<file path="config.mk">
export PLATFORM = sky130hd
export DESIGN_NAME = tile_ram_arbiter
export DESIGN_NICKNAME = d
export VERILOG_FILES = /design/src/rtl/tile_ram_arbiter.sv
export SDC_FILE = /design/constraint.sdc
export NUM_CORES = 1
export LEC_CHECK = 0
export ABC_AREA = 0
export BUFFER_PORTS_ARGS = -buffer_cell sky130_fd_sc_hd__buf_2
export CORE_MARGIN = 2
export CORE_UTILIZATION = 30
export DETAILED_ROUTE_END_ITERATION = 12
export GPL_ROUTABILITY_DRIVEN = 0
export HOLD_SLACK_MARGIN = 0.03
export PLACE_DENSITY = 0.55
export SLEW_MARGIN = 10
export SYNTH_ARGS = -nofsm -noshare
export SYNTH_HDL_FRONTEND = slang
export SYNTH_SLANG_ARGS = --single-unit
</file>
<file path="constraint.sdc">
create_clock -name Clk -period 4.8 [get_ports Clk]
set_input_delay 0.96 -clock Clk [delete_from_list [all_inputs] [get_ports Clk]]
set_output_delay 0.96 -clock Clk [all_outputs]
set_load 0.01 [all_outputs]
</file>
<file path="src/rtl/tile_ram_arbiter.sv">
// Shares one single-port tile RAM: render reads win every conflict, game-logic writes wait for vblank.
// Read data returns 1+RD_LAT cycles after grant; render never stalls, game side holds gl_req until gl_gnt.
module tile_ram_arbiter #(
    parameter int ADDR_W   = 12,
    parameter int DATA_W   = 8,
    parameter int RD_LAT   = 1,
    parameter int MAX_WAIT = 1024
) (
    input  logic              Clk,
    input  logic              Reset,
    input  logic              vblank,
    input  logic              rnd_req,
    input  logic [ADDR_W-1:0] rnd_addr,
    output logic [DATA_W-1:0] rnd_data,
    output logic              rnd_valid,
    input  logic              gl_req,
    input  logic              gl_we,
    input  logic [ADDR_W-1:0] gl_addr,
    input  logic [DATA_W-1:0] gl_wdata,
    output logic              gl_gnt,
    output logic [DATA_W-1:0] gl_rdata,
    output logic              gl_rvalid,
    output logic              gl_starve,
    output logic [ADDR_W-1:0] ram_addr,
    output logic              ram_we,
    output logic [DATA_W-1:0] ram_wdata,
    input  logic [DATA_W-1:0] ram_rdata
);

    localparam logic [15:0] WAIT_MAX = 16'(MAX_WAIT);

    logic [RD_LAT:0]   tag_vld;
    logic [RD_LAT:0]   tag_gl;
    logic [15:0]       wait_cnt;
    logic [DATA_W-1:0] rnd_data_q;
    logic [DATA_W-1:0] gl_rdata_q;
    logic              slot_rd;
    logic              wait_inc;

    assign gl_gnt   = gl_req & ~rnd_req & (~gl_we | vblank) & ~Reset;
    assign slot_rd  = rnd_req | (gl_gnt & ~gl_we);
    assign wait_inc = gl_req & ~gl_gnt;

    always_ff @(posedge Clk) begin
        if (Reset) begin
            ram_addr  <= '0;
            ram_we    <= 1'b0;
            ram_wdata <= '0;
        end else if (rnd_req) begin
            ram_addr <= rnd_addr;
            ram_we   <= 1'b0;
        end else if (gl_gnt) begin
            ram_addr  <= gl_addr;
            ram_we    <= gl_we;
            ram_wdata <= gl_wdata;
        end else begin
            ram_we <= 1'b0;
        end
    end

    // One tag per slot; the oldest stage lines up with ram_rdata for that slot.
    always_ff @(posedge Clk) begin
        if (Reset) begin
            tag_vld <= '0;
            tag_gl  <= '0;
        end else begin
            tag_vld <= {tag_vld[RD_LAT-1:0], slot_rd};
            tag_gl  <= {tag_gl[RD_LAT-1:0], ~rnd_req};
        end
    end

    assign rnd_valid = tag_vld[RD_LAT] & ~tag_gl[RD_LAT] & ~Reset;
    assign gl_rvalid = tag_vld[RD_LAT] &  tag_gl[RD_LAT] & ~Reset;
    assign rnd_data  = rnd_valid ? ram_rdata : rnd_data_q;
    assign gl_rdata  = gl_rvalid ? ram_rdata : gl_rdata_q;

    always_ff @(posedge Clk) begin
        if (Reset) begin
            rnd_data_q <= '0;
            gl_rdata_q <= '0;
        end else begin
            if (rnd_valid) rnd_data_q <= ram_rdata;
            if (gl_rvalid) gl_rdata_q <= ram_rdata;
        end
    end

    // Flag is raised on the same edge the counter lands on WAIT_MAX.
    always_ff @(posedge Clk) begin
        if (Reset) begin
            wait_cnt  <= '0;
            gl_starve <= 1'b0;
        end else if (!wait_inc) begin
            wait_cnt <= '0;
        end else if (wait_cnt != WAIT_MAX) begin
            wait_cnt <= wait_cnt + 16'd1;
            if (wait_cnt + 16'd1 == WAIT_MAX) gl_starve <= 1'b1;
        end
    end

endmodule

</file>
; After elaboration in Yosys (flattened, before gate mapping)
; Cells that the tools add are included.
[word_totals]
register_bits = 58
[classes]
addsub = 1
mux = 4
bitwise = 17
n_eq_ne = 2
n_reduce_logical = 5
[op_table]
columns = cell, n
row1 = 12-bit 2-to-1 mux, 2
row2 = "16-bit by 1-bit adder with 16-bit output, second input constant", 1
row3 = "16-bit by 11-bit equality test with 1-bit output, second input constant", 1
row4 = 8-bit 2-to-1 mux, 2
row5 = "16-bit by 11-bit != test with 1-bit output, second input constant", 1
row6 = 1-bit bitwise AND, 9
row7 = 1-bit NOT, 6
row8 = 3-bit AND reduction, 1
row9 = 3-bit OR reduction, 1
row10 = 1-bit OR, 2
row11 = 2-bit AND reduction, 1
row12 = 2-bit nonzero test, 1
row13 = 2-bit OR reduction, 1

; Depth between registers and ports, before layout
; Gate-level depths: netlist of the first run.
[depth]
depth_word = 8
mapped_depth = 8

; Worst setup path before layout of the first run
; Ideal clock, no wire load.
[synth_path]
path_type = in2out
startpoint = in Reset
endpoint = out rnd_data[0]
stages = 4
arrival_time_ps = 1883
setup_slack_ps = 1957
path_cell_list = buf_2 nor3b_1 buf_2 mux2_2
[synth_via]
elab_chain_len = 3
[synth_rtl]
columns = item, line_no
row1 = from (decl), 10  ; input logic Reset,
row2 = 1-bit NOT, 72  ; assign rnd_valid = tag_vld[RD_LAT] & ~tag_gl[RD_LAT] & ~Reset;
row3 = 1-bit bitwise AND, 72
row4 = named net rnd_valid, 15  ; output logic rnd_valid,
row5 = 8-bit 2-to-1 mux, -
row6 = to (decl), 14  ; output logic [DATA_W-1:0] rnd_data,
; The timed path passes the listed nets, and every way through them passes these cells.

; Worst setup path after layout of the first run
[layout_path]
startpoint = in Reset
endpoint = out gl_gnt
[layout_via]
elab_chain_len = 2
[layout_rtl]
columns = item, line_no
row1 = 1-bit NOT, 40  ; assign gl_gnt = gl_req & ~rnd_req & (~gl_we | vblank) & ~Reset;
row2 = 1-bit bitwise AND, 40
row3 = to (decl), 20  ; output logic gl_gnt,
; Every way passes these cells.

==> results of run 1 <==
-- layout by cell type (no fill, tap or decap), drive strengths merged, types with 5 or more instances in the layout --
cell type / Yosys / final
nand2: 81 / 81
a21o: 12 / 12
xor2: 8 / 8
buf: 9 / 88
a21oi: 24 / 24
nor2b: 19 / 19
xnor2: 10 / 10
inv: 6 / 6
mux2: 8 / 8
clkbuf: 10 / 11
nand4: 8 / 8
nor2: 25 / 25
dfxtp: 58 / 58
nand3: 5 / 5
-- where the power goes --
| group | leakage, nW | total (mW) | switching (mW) | internal [mW] |
|---|---|---|---|---|
| clock | 0.109 | 0.495 | 0.191 | 0.305 |
| combinational | 0.866 | 0.0813 | 0.0436 | 0.0377 |
| sequential | 0.471 | 0.499 | 0.00578 | 0.494 |
| total | 1.45 | 1.08 | 0.240 | 0.836 |
-- cell type report --
| class | instances | area, um2 | share of cell area, % |
|---|---|---|---|
| Sequential cell | 58 | 1160 | 35.5 |
| Clock buffer | 11 | 141 | 4.33 |
| Multi-Input combinational cell | 227 | 1280 | 39.3 |
| Inverter | 7 | 26.3 | 0.804 |
| Clock inverter | 5 | 77.6 | 2.37 |
| Timing Repair Buffer | 88 | 445 | 13.6 |
| Tap cell | 105 | 131 | 4.02 |
-- final timing paths --
| kind | end | slack [ns] | cells past startpoint |
|---|---|---|---|
| setup / recovery | gl_gnt | 1.20 | 6 |
| hold / removal | tag_gl[1] | 0.45 | 1 |
| setup reg to reg | gl_starve | 2.89 | 6 |
| hold reg to reg | tag_gl[1] | 0.45 | 1 |
-- through the flow --
stage	hold slack, ns	setup slack [ns]
3_5_place_dp	0.435	1.19
3_3_place_gp	0.441	1.21
5_1_grt	0.476	1.10
6_report	0.449	1.20
4_1_cts	0.449	1.19
2_1_floorplan	0.414	1.96
-- sequential cells by signal (all words and copies together) (netlist names) --
register    flops
ram_addr       12
ram_we          1
tag_vld         2
ram_wdata       8
wait_cnt       16
tag_gl          2
rnd_data_q      8
gl_rdata_q      8
gl_starve       1
-- routing by layer --
metal	routed length, um	track usage, %	part of all wire (%)
met1	2700	15.8	45
met2	2840	21.9	48
met3	266	4.34	4.5
met4	155	7.28	2.6
met5	0	0	0
-- cells by family (layout without fill, tap and decap cells) --
kind of cell	count (synthesis)	after routing	share of synthesized area, %
and+or+nand+nor	155	155	28.7
DFF	58	58	45.2
AOI/OAI and AO/OA	43	43	10.4
buffers and inverters	26	111	4.73
xor gates and xnor gates	18	18	6.14
muxes	9	9	3.90
adders and majority gates	2	2	0.975
==> metrics.txt, run 1 <==
# TYPE chip_impl_metric gauge
chip_impl_info{name="outcome",value="finished, final reports clean"} 1
chip_impl_metric{name="numPortBuffers",unit=""} 86
chip_impl_metric{name="pwr_density_cell",unit="nW/um2"} 329
chip_impl_metric{name="cts_resized",unit=""} 0
chip_impl_metric{name="fin_area",unit="um2"} 3270
chip_impl_info{name="critPathLaunch",value="Reset"} 1
chip_impl_info{name="end_kind",value="output pin"} 1
chip_impl_info{name="worstSetupPathType",value="primary input to output pin"} 1
chip_impl_metric{name="final_layout_size_suffix_gt1_share",unit="%"} 29.8
chip_impl_info{name="netlist_top_cells_area",value="dfxtp_1 45%, nand2_1 12%, nor2b_1 4.6%"} 1
chip_impl_metric{name="max_stage_delay",unit="ns"} 0.50
chip_impl_metric{name="final_core_util",unit="%"} 39.6
chip_impl_metric{name="crit_arrival",unit="ns"} 2.64
chip_impl_metric{name="grt_use_total",unit="%"} 13.5
chip_impl_info{name="critPathLaunchType",value="primary input"} 1
chip_impl_metric{name="wire_length_of_the_first_global_routing_pass",unit="um"} 9570
chip_impl_info{name="worstHoldPathType",value="flop to flop"} 1
chip_impl_metric{name="final-setup-viol-count",unit=""} 0
chip_impl_metric{name="max_slew_headroom",unit="%"} 55.5
chip_impl_metric{name="critPathMaxFanout",unit=""} 27
chip_impl_metric{name="count_of_standard_cell_rows",unit=""} 33
chip_impl_info{name="synth_ff_type",value="dfxtp_1"} 1
chip_impl_metric{name="postCtsSetupBuffers",unit=""} 0
chip_impl_metric{name="placed_cells",unit=""} 485
chip_impl_metric{name="maxCapViolCount",unit=""} 0
chip_impl_metric{name="synth_largest_type_area_fraction",unit="%"} 45.2
chip_impl_metric{name="timing_worst_slew_pin_value",unit="ns"} 0.666
chip_impl_metric{name="hold_viol",unit=""} 0
chip_impl_info{name="rsz0062_at_grt",value="false"} 1
chip_impl_metric{name="synth-edff-count",unit=""} 0
chip_impl_metric{name="firstDrtPassIters",unit=""} 5
chip_impl_metric{name="number_of_inserted_diodes",unit=""} 0
chip_impl_metric{name="route.final.wire_length",unit="um"} 5970
chip_impl_metric{name="gate_count_of_the_mapped_netlist",unit=""} 311
chip_impl_metric{name="report.final.slew_viol_count",unit=""} 0
chip_impl_metric{name="finalWorstPathRequiredPeriod",unit="ns"} 3.60
chip_impl_info{name="yosys.area.top_type",value="dfxtp_1"} 1
chip_impl_metric{name="timing.clock.skew",unit="ns"} 0.00776
chip_impl_metric{name="post_place_instance_area",unit="um2"} 3050
chip_impl_metric{name="synth_sequential_area_ratio",unit="%"} 45.2
chip_impl_metric{name="synth_cell_types",unit=""} 38
chip_impl_metric{name="synth_async_sr_flop_share",unit="%"} 0
chip_impl_metric{name="clkTransAtPathRegs",unit="ns"} 0.06
chip_impl_info{name="min_delay_src",value="tag_gl[0]"} 1
chip_impl_info{name="timing.critical_path.max_delay_family",value="buffers and inverters"} 1
chip_impl_metric{name="drtAntennaViolNets",unit=""} 0
chip_impl_info{name="rr_startpoint",value="wait_cnt[0]"} 1
chip_impl_metric{name="worst_ep_required",unit="ns"} 3.84
chip_impl_info{name="yosysMostFrequentCell",value="nand2_1"} 1
chip_impl_info{name="most_frequent_cells_after_synthesis",value="81 x nand2_1, 58 x dfxtp_1, 25 x nor2_1"} 1
chip_impl_metric{name="start_util",unit="%"} 31.1
chip_impl_metric{name="die_w",unit="um"} 96.5
chip_impl_metric{name="final.fill_count",unit=""} 871
chip_impl_metric{name="route.detailed.drc",unit=""} 0
chip_impl_metric{name="gr-total-overflow",unit=""} 0
chip_impl_info{name="cts_root_buffer",value="clkbuf_8"} 1
chip_impl_metric{name="die_y",unit="um"} 96.5
chip_impl_metric{name="drtIter0Drc",unit=""} 73
chip_impl_metric{name="report.power.total",unit="mW"} 1.08
chip_impl_metric{name="worst-path-buf-inv",unit=""} 4
chip_impl_metric{name="leakagePower",unit="nW"} 1.45
chip_impl_metric{name="core_area",unit="um2"} 8260
chip_impl_metric{name="number_of_buffers_added_to_fix_hold_violations_after_cts",unit=""} 0
chip_impl_info{name="path_common_cell",value="buf_2"} 1
chip_impl_metric{name="fp.dieArea",unit="um2"} 9310
chip_impl_metric{name="layoutNonFillerInstCount",unit=""} 501
chip_impl_metric{name="grt_pass1_vias",unit=""} 2119
chip_impl_metric{name="area.growth.synth_to_final",unit="%"} 27.3
chip_impl_metric{name="io_pins",unit=""} 87
chip_impl_info{name="crit_chain",value="buf_2 -> buf_4 -> nand2b_1 -> or3_4 -> inv_2 -> buf_2"} 1
chip_impl_metric{name="initial_antenna_violation_count",unit=""} 0
chip_impl_metric{name="clk-insertion-delay-late",unit="ns"} 0.33
chip_impl_metric{name="routed_via_density",unit=""} 4.60
chip_impl_info{name="slowest_stage",value="or3_4"} 1
chip_impl_metric{name="synth_area_per_cell",unit="um2"} 8.26
chip_impl_metric{name="synth_fp_nets",unit=""} 359
chip_impl_metric{name="setup-tns-final",unit="ns"} 0
chip_impl_metric{name="num_vias",unit=""} 2307
chip_impl_metric{name="fmaxAchievable",unit="GHz"} 0.278
chip_impl_metric{name="cts_buffers",unit=""} 9
chip_impl_metric{name="clock_tree.buffer_depth",unit=""} 2
chip_impl_metric{name="yosysWarningCount",unit=""} 0
chip_impl_metric{name="routedWlPerCell",unit="um"} 11.9
chip_impl_metric{name="final_period_util",unit="%"} 75.0
chip_impl_metric{name="htree_num_levels",unit=""} 3
chip_impl_metric{name="vdd.ir_drop.worst",unit="mV"} 0.143
chip_impl_metric{name="grt_start_max_net_pins",unit=""} 29
chip_impl_metric{name="final_net_count",unit=""} 439
chip_impl_info{name="cts_tree",value="built"} 1
chip_impl_metric{name="flip_flop_and_latch_count_after_synthesis",unit=""} 58
chip_impl_metric{name="dp_hpwl",unit="um"} 4350
chip_impl_metric{name="syn-cell-area",unit="um2"} 2570
chip_impl_metric{name="cts.sinks",unit=""} 58
No activity file was read; power rests on OpenSTA's default activity.
==> inputs of run 2 (changes only) <==
Settings changed: PLACE_DENSITY 0.55 to 0.57.
Clock period 4.8 ns to 3.2 ns, I/O delays scaled along.
==> run 2 against run 1 <==
Net effect:
- wire length decreased by 2.0%
- clock skew shrank 0.0017 ns
- clock power increased by 49%
- final cell count increased by 0.20%
- critical path depth did not move
- first-iteration DRC count grew 27%
- sequential cell count is the same
- critical path type unchanged
- largest power group unchanged
==> metrics.txt, run 2 (synthesized netlist as in run 1, its figures left out) <==
# TYPE chip_impl_metric gauge
chip_impl_info{name="outcome",value="finished, final reports clean"} 1
chip_impl_metric{name="crit_arrival",unit="ns"} 2.02
chip_impl_metric{name="grt_start_max_net_pins",unit=""} 29
chip_impl_metric{name="reg2reg_depth",unit=""} 6
chip_impl_metric{name="routed_via_density",unit=""} 4.46
chip_impl_info{name="layout_common_cells",value="86 x buf_2, 81 x nand2_1, 58 x dfxtp_1"} 1
chip_impl_metric{name="num_vias",unit=""} 2240
chip_impl_metric{name="setup-tns-final",unit="ns"} 0
chip_impl_info{name="biggest_regs",value="wait_cnt x16, ram_addr x12"} 1
chip_impl_metric{name="routedWlPerCell",unit="um"} 11.6
chip_impl_info{name="worstSetupPathType",value="primary input to output pin"} 1
chip_impl_metric{name="fp.dieArea",unit="um2"} 9310
chip_impl_metric{name="cts.sinks",unit=""} 58
chip_impl_metric{name="finalWorstPathRequiredPeriod",unit="ns"} 2.66
chip_impl_metric{name="leakagePower",unit="nW"} 1.45
chip_impl_metric{name="worst_ep_required",unit="ns"} 2.56
chip_impl_metric{name="clock_tree.buffer_depth",unit=""} 2
chip_impl_metric{name="timing.clock.skew",unit="ns"} 0.00608
chip_impl_info{name="worstHoldPathType",value="flop to flop"} 1
chip_impl_info{name="slowest_stage",value="buf_2"} 1
chip_impl_info{name="layout.cells.most_common",value="buf_2"} 1
chip_impl_metric{name="largest_register_ff_count",unit=""} 16
chip_impl_metric{name="clkTransAtPathRegs",unit="ns"} 0.06
chip_impl_metric{name="report.power.total",unit="mW"} 1.61
chip_impl_metric{name="dp_hpwl",unit="um"} 4210
chip_impl_metric{name="count_of_standard_cell_rows",unit=""} 33
chip_impl_metric{name="pwr_density_cell",unit="nW/um2"} 491
chip_impl_metric{name="number_of_buffers_added_to_fix_hold_violations_after_cts",unit=""} 0
chip_impl_metric{name="grt_pass1_vias",unit=""} 2118
chip_impl_info{name="largest_register",value="wait_cnt"} 1
chip_impl_metric{name="max_slew_headroom",unit="%"} 67.3
chip_impl_metric{name="report.final.slew_viol_count",unit=""} 0
chip_impl_metric{name="number_of_inserted_diodes",unit=""} 0
chip_impl_metric{name="route.final.wire_length",unit="um"} 5840
chip_impl_metric{name="vdd.ir_drop.worst",unit="mV"} 0.164
chip_impl_metric{name="wire_length_of_the_first_global_routing_pass",unit="um"} 9550
chip_impl_metric{name="cts_buffers",unit=""} 9
chip_impl_metric{name="maxCapViolCount",unit=""} 0
chip_impl_metric{name="route.detailed.drc",unit=""} 0
chip_impl_metric{name="firstDrtPassIters",unit=""} 4
chip_impl_metric{name="final_net_count",unit=""} 440
chip_impl_metric{name="drtIter0Drc",unit=""} 93
chip_impl_metric{name="die_y",unit="um"} 96.5
chip_impl_metric{name="hold-worst-slack",unit="ns"} 0.440
chip_impl_metric{name="gr-total-overflow",unit=""} 0
chip_impl_metric{name="start_util",unit="%"} 31.1
chip_impl_metric{name="htree_num_levels",unit=""} 3
chip_impl_metric{name="final_period_util",unit="%"} 83.2
chip_impl_metric{name="core_area",unit="um2"} 8260
chip_impl_metric{name="timing_worst_slew_pin_value",unit="ns"} 0.491
chip_impl_metric{name="layoutNonFillerInstCount",unit=""} 502
chip_impl_metric{name="drtAntennaViolNets",unit=""} 0
chip_impl_info{name="critPathLaunchType",value="primary input"} 1
chip_impl_info{name="cts_tree",value="built"} 1
chip_impl_metric{name="placed_cells",unit=""} 486
chip_impl_info{name="cts_root_buffer",value="clkbuf_8"} 1
chip_impl_metric{name="area.growth.synth_to_final",unit="%"} 27.6
chip_impl_metric{name="final_layout_size_suffix_gt1_share",unit="%"} 30.0
chip_impl_metric{name="fmaxAchievable",unit="GHz"} 0.376
chip_impl_info{name="crit_chain",value="buf_2 -> nand3b_1 -> clkinv_1 -> nand2_1 -> nand2_1 -> buf_2"} 1
chip_impl_metric{name="clk-insertion-delay-late",unit="ns"} 0.33
chip_impl_metric{name="numPortBuffers",unit=""} 86
chip_impl_metric{name="io_pins",unit=""} 87
chip_impl_metric{name="cts_resized",unit=""} 0
chip_impl_metric{name="max_stage_delay",unit="ns"} 0.37
chip_impl_metric{name="grt_use_total",unit="%"} 13.3
chip_impl_metric{name="final-setup-viol-count",unit=""} 0
chip_impl_metric{name="postCtsSetupBuffers",unit=""} 0
chip_impl_info{name="rsz0062_at_grt",value="false"} 1
chip_impl_metric{name="hold_depth",unit=""} 1
chip_impl_info{name="end_kind",value="output pin"} 1
chip_impl_metric{name="critPathMaxFanout",unit=""} 25
chip_impl_metric{name="hold_viol",unit=""} 0
chip_impl_metric{name="die_w",unit="um"} 96.5
chip_impl_metric{name="initial_antenna_violation_count",unit=""} 0
==> run 2: cell types whose count changed in the layout (fill, tap and decap cells not counted) <==
cell,before,now
buf_4,2,3
==> run 2: cell type report <==
| cell class | instances | area (um2) |
|---|---|---|
| inverter | 7 | 26.3 |
| multi-input combinational | 227 | 1280 |
| fill | 870 | 4980 |
| sequential | 58 | 1160 |
| timing repair buffer | 89 | 453 |
| clock inverter | 5 | 77.6 |
| tap | 105 | 131 |
| clock buffer | 11 | 141 |
==> run 2: per-stage QoR <==
step	util, %	setup slack [ns]	cell area (um2)
3_5_place_dp	37.0	0.501	3060
5_1_grt	39.7	0.336	3280
3_3_place_gp	37.0	0.539	3060
2_1_floorplan	-	0.997	2570
4_1_cts	39.7	0.498	3280
6_report	39.7	0.538	3280
==> run 2: power by group <==
group	leakage, nW	internal, mW	total, mW	switching, mW
Sequential	0.471	0.741	0.748	0.00777
Combinational	0.871	0.0572	0.124	0.0664
Clock	0.109	0.457	0.738	0.281
==> run 2: path summary, 6_finish.rpt <==
path,from,end,slack (ns)
max,Reset,gl_rdata[1],0.54
min,tag_gl[0],tag_gl[1],0.44
max reg2reg,wait_cnt[0],gl_starve,1.32
min reg2reg,tag_gl[0],tag_gl[1],0.44
==> run 2: per-layer routing <==
| layer | vias to the layer above | wire length, um | track usage, % |
|---|---|---|---|
| met3 | 7 | 284 | 4.50 |
| met4 | 0 | 58 | 3.87 |
| li1 | 1179 | - | - |
| met1 | 1006 | 2720 | 16.1 |
| met5 | - | 0 | 0 |
| met2 | 48 | 2780 | 22.3 |
==> run 2: critical path, delay by kind of cell <==
kind / cells / cell delay (ns)
buf+inv: 3 / 0.82
simple gates: 3 / 0.56
==> inputs of run 3 (changes only) <==
Settings changed: PLACE_DENSITY 0.57 to 0.55.
Clock period 3.2 ns to 2.7 ns, I/O delays scaled along.
==> run 3 against run 2 <==
Net effect:
- die area is the same
- final cell count grew 0.40%
- worst setup slack gained 0.0035 ns
- sequential power grew 19%
- sequential cell count is the same
- clock-buffer cell count grew 1
- utilization grew 0.30 points
- clock skew grew 0.0039 ns
- via count grew 2.4%
- critical path depth shrank 1
- register-to-register slack lost 0.46 ns
- global-route usage is essentially flat
- critical path type unchanged
==> metrics.txt, run 3 (synthesized netlist as in run 1, its figures left out) <==
# TYPE chip_impl_metric gauge
chip_impl_metric{name="largest_register_ff_count",unit=""} 16
chip_impl_metric{name="regToRegSetupSlack",unit="ns"} 0.86
chip_impl_metric{name="report.final.slew_viol_count",unit=""} 0
chip_impl_metric{name="drtAntennaViolNets",unit=""} 0
chip_impl_metric{name="vdd.ir_drop.worst",unit="mV"} 0.199
chip_impl_metric{name="grt_pass1_vias",unit=""} 2091
chip_impl_metric{name="p_sw_share",unit="%"} 22.4
chip_impl_info{name="cts_tree",value="built"} 1
chip_impl_metric{name="cts_buffers",unit=""} 9
chip_impl_metric{name="fmaxAchievable",unit="GHz"} 0.463
chip_impl_info{name="largest_register",value="wait_cnt"} 1
chip_impl_metric{name="numPortBuffers",unit=""} 86
chip_impl_info{name="rsz0062_at_grt",value="false"} 1
chip_impl_metric{name="io_pins",unit=""} 87
chip_impl_metric{name="start_util",unit="%"} 31.1
chip_impl_metric{name="core_area",unit="um2"} 8260
chip_impl_metric{name="hold_depth",unit=""} 3
chip_impl_info{name="layout_common_cells",value="86 x buf_2, 81 x nand2_1, 58 x dfxtp_1"} 1
chip_impl_metric{name="crit_arrival",unit="ns"} 1.62
chip_impl_metric{name="firstDrtPassIters",unit=""} 5
chip_impl_metric{name="grt_start_max_net_pins",unit=""} 29
chip_impl_metric{name="clk-insertion-delay-late",unit="ns"} 0.33
chip_impl_info{name="min_delay_src",value="rnd_addr[10]"} 1
chip_impl_metric{name="critPathMaxFanout",unit=""} 9
chip_impl_metric{name="worst_ep_required",unit="ns"} 2.16
chip_impl_metric{name="cts_resized",unit=""} 0
chip_impl_info{name="outcome",value="finished, final reports clean"} 1
chip_impl_metric{name="max_stage_delay",unit="ns"} 0.37
chip_impl_metric{name="route.final.wire_length",unit="um"} 6050
chip_impl_metric{name="timing.clock.skew",unit="ns"} 0.0100
chip_impl_metric{name="fin_area",unit="um2"} 3300
chip_impl_metric{name="switching_power",unit="mW"} 0.438
chip_impl_info{name="crit_chain",value="buf_2 -> nor3b_1 -> buf_4 -> mux2_2 -> buf_2"} 1
chip_impl_metric{name="pwr_density_cell",unit="nW/um2"} 592
chip_impl_metric{name="routed_via_density",unit=""} 4.55
chip_impl_info{name="worstSetupPathType",value="primary input to output pin"} 1
chip_impl_metric{name="final_net_count",unit=""} 442
chip_impl_metric{name="leakagePower",unit="nW"} 1.47
chip_impl_metric{name="reg2reg_depth",unit=""} 6
chip_impl_info{name="critPathLaunchType",value="primary input"} 1
chip_impl_info{name="hold_end",value="ram_addr[10]"} 1
chip_impl_info{name="rr_startpoint",value="wait_cnt[0]"} 1
chip_impl_info{name="worstHoldPathType",value="primary input to flop"} 1
chip_impl_metric{name="route.detailed.drc",unit=""} 0
chip_impl_metric{name="finalWorstPathRequiredPeriod",unit="ns"} 2.16
chip_impl_metric{name="die_w",unit="um"} 96.5
chip_impl_metric{name="final-setup-viol-count",unit=""} 0
chip_impl_metric{name="clkTransAtPathRegs",unit="ns"} 0.07
chip_impl_metric{name="postCtsSetupBuffers",unit=""} 0
chip_impl_metric{name="dp_hpwl",unit="um"} 4390
chip_impl_info{name="worst_reg2reg_path_endpoint",value="gl_starve"} 1
chip_impl_metric{name="seq_power_share",unit="%"} 45.4
chip_impl_metric{name="final_period_util",unit="%"} 80.0
chip_impl_metric{name="final_layout_size_suffix_gt1_share",unit="%"} 30.3
chip_impl_metric{name="grt_use_total",unit="%"} 13.2
chip_impl_metric{name="htree_num_levels",unit=""} 3
chip_impl_info{name="path_common_cell",value="buf_2"} 1
chip_impl_metric{name="timing_worst_slew_pin_value",unit="ns"} 0.482
chip_impl_info{name="biggest_regs",value="wait_cnt x16, ram_addr x12"} 1
chip_impl_metric{name="number_of_inserted_diodes",unit=""} 0
chip_impl_metric{name="count_of_standard_cell_rows",unit=""} 33
chip_impl_metric{name="clock_power_share",unit="%"} 47.1
chip_impl_metric{name="initial_antenna_violation_count",unit=""} 0
chip_impl_metric{name="number_of_buffers_added_to_fix_hold_violations_after_cts",unit=""} 0
chip_impl_info{name="slowest_stage",value="mux2_2"} 1
chip_impl_metric{name="clock_tree.buffer_depth",unit=""} 2
chip_impl_metric{name="fp.dieArea",unit="um2"} 9310
chip_impl_metric{name="drtIter0Drc",unit=""} 45
chip_impl_metric{name="max_slew_headroom",unit="%"} 67.8
chip_impl_info{name="end_kind",value="output pin"} 1
chip_impl_info{name="layout.cells.most_common",value="buf_2"} 1
chip_impl_metric{name="combPwrFrac",unit="%"} 7.5
chip_impl_metric{name="maxCapViolCount",unit=""} 0
chip_impl_metric{name="post_place_instance_area",unit="um2"} 3070
chip_impl_metric{name="hold_viol",unit=""} 0
chip_impl_metric{name="wire_length_of_the_first_global_routing_pass",unit="um"} 9480
chip_impl_info{name="cts_root_buffer",value="clkbuf_8"} 1
chip_impl_metric{name="p_int",unit="mW"} 1.52
chip_impl_metric{name="die_y",unit="um"} 96.5
chip_impl_metric{name="setup-tns-final",unit="ns"} 0
chip_impl_metric{name="area.growth.synth_to_final",unit="%"} 28.6
chip_impl_metric{name="gr-total-overflow",unit=""} 0
chip_impl_metric{name="cts.sinks",unit=""} 58
chip_impl_metric{name="routedWlPerCell",unit="um"} 12.0
chip_impl_metric{name="num_vias",unit=""} 2293
run 3: worst max-delay path: cells and delay by family:
kind	cells	cell delay [ns]
and+or+nand+nor	1	0.20
muxes	1	0.37
buffers and inverters	3	0.51
run 3: power groups by stage:
stage | combinational [mW] | clock, mW | sequential (mW)
5_1_grt | 0.163 | 0.988 | 0.889
3_3_place_gp | 0.146 | 0 | 0.906
4_1_cts | 0.149 | 0.943 | 0.887
6_report | 0.147 | 0.921 | 0.887
2_1_floorplan | 0.0734 | 0 | 0.913
3_5_place_dp | 0.149 | 0 | 0.907
run 3: routing by layer:
metal  global-route usage, %  part of all wire (%)  vias up
met5                       0                     0        -
met4                    5.52                   1.7        0
met3                    4.58                   5.2       10
met2                    20.9                    46       45
met1                    16.4                    47     1051
li1                        -                     -     1187
run 3: worst max-delay path by stage:
stage / slack [ns] / cells past startpoint / end / from
floorplan: 0.70 / 4 / rnd_data[0] / Reset
global placement: 0.54 / 5 / rnd_data[6] / Reset
detailed placement: 0.53 / 5 / rnd_data[6] / Reset
CTS: 0.52 / 5 / rnd_data[6] / Reset
global route: 0.47 / 7 / gl_rdata[6] / Reset
finish: 0.54 / 5 / rnd_data[6] / Reset
run 3: metrics by stage:
stage	power [mW]	std cells	util [%]	worst slack (ns)	hold WS (ns)
after floorplan	0.986	311	-	0.697	0.414
after global placement	1.05	488	37.2	0.537	0.423
after detailed placement	1.06	488	37.2	0.530	0.422
after CTS	1.98	504	40.0	0.522	0.422
after global routing	2.04	504	40.0	0.469	0.420
final	1.95	504	40.0	0.541	0.436
run 3: cell type report:
type,count,area (um2)
clock buffer,12,155
clock inverter,4,73.8
fill,864,4960
inverter,7,26.3
multi-input combinational,227,1280
sequential,58,1160
tap,105,131
timing repair buffer,91,468
